===== src/rtl/n8_pkg.sv =====
// Shared types and constants for the N8 serial controller reader.
// Bit indices follow the order the controller shifts buttons out after a latch.
package n8_pkg;

  typedef enum logic [2:0] {
    IDLE,
    LATCH,
    LOW,
    HIGH,
    DONE
  } state_t;

  localparam int NUM_BUTTONS = 8;

  localparam int BIT_A      = 0;
  localparam int BIT_B      = 1;
  localparam int BIT_SELECT = 2;
  localparam int BIT_START  = 3;
  localparam int BIT_UP     = 4;
  localparam int BIT_DOWN   = 5;
  localparam int BIT_LEFT   = 6;
  localparam int BIT_RIGHT  = 7;

endpackage


===== src/rtl/n8_sync.sv =====
// Two-flop synchroniser for a single asynchronous input.
// The reset value is a parameter so an idle line can start in its inactive level.
module n8_sync #(
  parameter logic RST_VAL = 1'b1
) (
  input  logic clk,
  input  logic rst,
  input  logic d,
  output logic q
);

  logic sync_p0;
  logic sync_p1;

  always_ff @(posedge clk or posedge rst) begin
    if (rst) begin
      sync_p0 <= RST_VAL;
      sync_p1 <= RST_VAL;
    end else begin
      sync_p0 <= d;
      sync_p1 <= sync_p0;
    end
  end

  assign q = sync_p1;

endmodule


===== src/rtl/n8_controller_reader.sv =====
// Polls an N8/NES serial controller at a fixed rate and publishes the eight
// button levels (active-high) atomically once per completed frame.
module n8_controller_reader
  import n8_pkg::*;
#(
  parameter int POLL_CYCLES  = 833333,
  parameter int LATCH_CYCLES = 600,
  parameter int HALF_CYCLES  = 300
) (
  input  logic clk,
  input  logic rst,
  input  logic n8_data,
  output logic n8_latch,
  output logic n8_clk,
  output logic a,
  output logic b,
  output logic select,
  output logic start,
  output logic up,
  output logic down,
  output logic left,
  output logic right,
  output logic frame_valid
);

  localparam int POLL_W = $clog2(POLL_CYCLES);
  localparam int PH_MAX = (LATCH_CYCLES > HALF_CYCLES) ? LATCH_CYCLES : HALF_CYCLES;
  localparam int PH_W   = $clog2(PH_MAX);

  localparam logic [POLL_W-1:0] POLL_LAST  = POLL_W'(POLL_CYCLES - 1);
  localparam logic [PH_W-1:0]   LATCH_LAST = PH_W'(LATCH_CYCLES - 1);
  localparam logic [PH_W-1:0]   HALF_LAST  = PH_W'(HALF_CYCLES - 1);
  localparam logic [2:0]        IDX_LAST   = 3'(NUM_BUTTONS - 1);

  logic                   data_s;
  logic [POLL_W-1:0]      poll_cnt;
  logic                   tick;
  state_t                 state;
  logic [PH_W-1:0]        phase;
  logic [2:0]             bit_idx;
  logic [NUM_BUTTONS-1:0] shreg;
  logic [NUM_BUTTONS-1:0] btn;

  n8_sync #(
    .RST_VAL(1'b1)
  ) u_sync (
    .clk (clk),
    .rst (rst),
    .d   (n8_data),
    .q   (data_s)
  );

  // Free-running poll timer; the wrap edge starts a new frame.
  always_ff @(posedge clk or posedge rst) begin
    if (rst) begin
      poll_cnt <= '0;
    end else if (poll_cnt == POLL_LAST) begin
      poll_cnt <= '0;
    end else begin
      poll_cnt <= poll_cnt + 1'b1;
    end
  end

  assign tick = (poll_cnt == POLL_LAST);

  always_ff @(posedge clk or posedge rst) begin
    if (rst) begin
      state       <= IDLE;
      phase       <= '0;
      bit_idx     <= '0;
      shreg       <= '0;
      btn         <= '0;
      n8_latch    <= 1'b0;
      n8_clk      <= 1'b0;
      frame_valid <= 1'b0;
    end else begin
      frame_valid <= 1'b0;
      case (state)
        IDLE: begin
          if (tick) begin
            state    <= LATCH;
            phase    <= '0;
            n8_latch <= 1'b1;
          end
        end
        LATCH: begin
          if (phase == LATCH_LAST) begin
            state    <= LOW;
            phase    <= '0;
            bit_idx  <= '0;
            n8_latch <= 1'b0;
          end else begin
            phase <= phase + 1'b1;
          end
        end
        // Sample on the last low cycle, giving the synchronised bit time to settle.
        LOW: begin
          if (phase == HALF_LAST) begin
            phase          <= '0;
            shreg[bit_idx] <= ~data_s;
            if (bit_idx == IDX_LAST) begin
              state <= DONE;
            end else begin
              state  <= HIGH;
              n8_clk <= 1'b1;
            end
          end else begin
            phase <= phase + 1'b1;
          end
        end
        HIGH: begin
          if (phase == HALF_LAST) begin
            state   <= LOW;
            phase   <= '0;
            n8_clk  <= 1'b0;
            bit_idx <= bit_idx + 1'b1;
          end else begin
            phase <= phase + 1'b1;
          end
        end
        DONE: begin
          btn         <= shreg;
          frame_valid <= 1'b1;
          state       <= IDLE;
          phase       <= '0;
        end
        default: begin
          state <= IDLE;
          phase <= '0;
        end
      endcase
    end
  end

  assign a      = btn[BIT_A];
  assign b      = btn[BIT_B];
  assign select = btn[BIT_SELECT];
  assign start  = btn[BIT_START];
  assign up     = btn[BIT_UP];
  assign down   = btn[BIT_DOWN];
  assign left   = btn[BIT_LEFT];
  assign right  = btn[BIT_RIGHT];

endmodule


===== config.mk =====
export PLATFORM = sky130hd
export DESIGN_NAME = n8_controller_reader
export DESIGN_NICKNAME = d
export VERILOG_FILES = /design/src/rtl/n8_pkg.sv /design/src/rtl/n8_sync.sv /design/src/rtl/n8_controller_reader.sv
export SDC_FILE = /design/constraint.sdc
export NUM_CORES = 1
export LEC_CHECK = 0
export CORE_AREA = 2 2 80 82
export DETAILED_ROUTE_END_ITERATION = 10
export DIE_AREA = 0 0 82 84
export GPL_ROUTABILITY_DRIVEN = 0
export PLACE_DENSITY = 0.68
export SLEW_MARGIN = 20
export SYNTH_ARGS = -nofsm -noshare
export SYNTH_HDL_FRONTEND = slang
export SYNTH_SLANG_ARGS = --single-unit

===== constraint.sdc =====
create_clock -name clk -period 3.4 [get_ports clk]
set_clock_uncertainty 0.15 [all_clocks]
set_input_delay 0.34 -clock clk [delete_from_list [all_inputs] [get_ports clk]]
set_output_delay 0.34 -clock clk [all_outputs]
set_load 0.02 [all_outputs]

==> run metrics <==
status=finished clean; Most used DFF post-synth=dfrtp_1; H-tree levels=3; ys async rst share=100%; Yosys top cell by area=dfrtp_1; Setup Buffers After CTS=0; area grow syn2layout=15.3%; critical path class=reg2reg; total number of yosys warnings=0; CTS Buffer Depth=2; final hold vios=0; CP Launch Point=phase[0]; DRC=0; CTS buffer count=9; maximum VDD drop=0.196 mV; # IOs=14; n_diodes=0; DRT iter0 DRCs=52; antenna violation net count after detailed routing=0; TNS Setup=0 ps; Clk Latency, worst-skew pair=330 ps; nets@finish=303; All-Layer GR Usage=18.1%; gr ovfl total=0; Leak Pwr=0.00146 uW; vias in the first global route=2074; Final WS setup=1160 ps; hold depth=0; buffers and inverters on the worst path=0; CTS clk-pin slew, worst paths=60 ps; slowest stage cell on the critical path=a311oi_2; wire per inst=14.6 um; Total Wirelength=5.52 mm; Root Buffer=clkbuf_8; Least-Margin Pin Slew=808 ps; Seq/Total Area, Yosys=49.4%; share of Yosys cell area claimed by the top area cell type=47.6%; worst path cell trace=ha_1, and2b_1, a311oi_2, or2_1, a22o_1; Avg Vias per Cell=5.56; count of state elements after synthesis=57; Slew HR=46.1%; worst slack, placed=1170 ps; cell area after technology mapping=2890 um2; # rows=29; Max-Cap Viols=0; first-pass GRT wire length=9.54 mm; Worst EP arrival=2360 ps; net count after synthesis=284; hold wc startpoint=u_sync.sync_p0; RR Startpoint=phase[0]; Hold Path Class=reg2reg; total power=1410 uW; Reg2Reg Depth=5; first-pass detailed-route iteration total=4; fraction of layout cells with a size suffix above 1=14.3%; crit-path max FO=8; antenna violations before repair=0; port bufs=13; starting density of the core=47.4%; kind of cell adding the most delay to the critical path=compound AO/OA/AOI/OAI gates; syn_area_per_cell=10.5 um2; Max Clock Freq=0.446 GHz; hold_buf cts=0; CP endpoint kind=flop; post_cts resized=0; Startpoint Class=flop; Distinct cells, synth=50; top cells by area, synth=dfrtp_1 48%, mux2_2 4.3%, mux2i_1 3.5%, inv_1 3.1%, xnor2_1 3.0%; Die Y=84 um; Post-Synthesis Cells=276; post-DP HPWL=3.75 mm; final setup violating endpoints=0; DIE WIDTH=82 um; R2R Path End=phase[1]; fin. max-slew vios=0; CTS tree=built; Largest stage delay, worst path=610 ps; largest net degree at the start of global routing=49; die area=6890 um2; core area=6100 um2; Tmin final=2240 ps; Hold Path Sink=u_sync.q; RSZ-0062 raised after global routing=no; Post-synth EDFFs=0; r2r setup slk=1160 ps; power density over the cells=424 nW/um2; CTS Sinks=57; via count=2096; CP Data Required Time=3520 ps; final worst-path cycle share=66.0%
-- metrics by stage --
| step | hold WS (ps) | instances | utilization, % | instance area, um2 |
|---|---|---|---|---|
| finish | 216 | 377 | 54.7 | 3330 |
| global route | 219 | 377 | 54.7 | 3330 |
| CTS | 215 | 377 | 54.7 | 3330 |
| detailed placement | 197 | 361 | 50.9 | 3100 |
| global placement | 205 | 361 | 50.9 | 3100 |
| floorplan | 194 | 276 | - | 2890 |
-- state kept, by name, summed over array words and instances, names as in the netlist --
| name | flops |
|---|---|
| phase | 10 |
| u_sync.sync_p0 | 1 |
| poll_cnt | 20 |
| shreg | 8 |
| frame_valid | 1 |
| state | 3 |
| bit_idx | 3 |
| u_sync.q | 1 |
| n8_latch | 1 |
| btn | 8 |
| n8_clk | 1 |
-- placed cells by master (no fill, tap or decap), types with 10 or more instances in the layout --
cell and count:
mux2_2 11, nor2_1 21, clkdlybuf4s50_1 13, mux2i_1 10, inv_1 23, dfrtp_1 55
xnor2_1 10, clkbuf_8 11, nand3_1 13, nor3_1 11
-- how the worst max path moves through the flow --
stage                       endpoint  slack, ps  cells after the start
after CTS                   phase[1]       1150                      5
final                       phase[1]       1160                      5
after detailed placement    phase[1]       1170                      5
after global placement      phase[1]       1200                      5
after floorplan           bit_idx[0]       1510                      1
after global routing        phase[1]       1000                      5
-- power breakdown --
part / leakage, uW / total, uW / switching, uW / internal (uW)
clock: 0.000115 / 716 / 267 / 450
sequential: 0.000775 / 682 / 1.78 / 681
combinational: 0.000574 / 16.1 / 13.0 / 3.10
total: 0.00146 / 1410 / 281 / 1130
-- final cells by class --
type                    count  area, um2
flip-flops and latches     57       1430
repair buffers             15        145
fillers                   524       2760
multi-input cells         188       1340
inverters                  24       91.3
clock inverters             5       77.6
clock buffers              11        151
well taps                  77       96.3
-- synthesized netlist by cell type, types with 9 or more instances --
cell type / count
nor2_1: 21
nor3_1: 11
o21ai_0: 9
dfrtp_1: 55
mux2i_1: 10
nand2_1: 9
mux2_2: 11
nand3_1: 13
inv_1: 24
xnor2_1: 10
-- cells by family (layout without fill, tap and decap cells) --
family                     count (synthesis)  after routing  share of synthesized area, %
muxes                                     21             21                          7.75
adders and majority gates                  5              5                          2.16
xor gates and xnor gates                  17             17                          5.15
DFF                                       57             57                          49.4
AOI/OAI and AO/OA                         39             39                          9.74
and+or+nand+nor                          106            106                          21.7
buffers and inverters                     31             55                          4.11
-- worst reg2reg max path, stage by stage (launching register included) --
cell      delay (ps)
dfrtp_1          420
ha_1             270
and2b_1          240
a311oi_2         610
or2_1            310
a22o_1           180
-- layer usage --
metal	GRT usage [%]	wire length (um)	vias up
met1	24.5	2710	1024
met5	0	0	-
met3	3.68	191	12
met2	26.3	2460	39
li1	-	-	1021
met4	10.8	150	0
No activity file was read; power rests on OpenSTA's default activity.
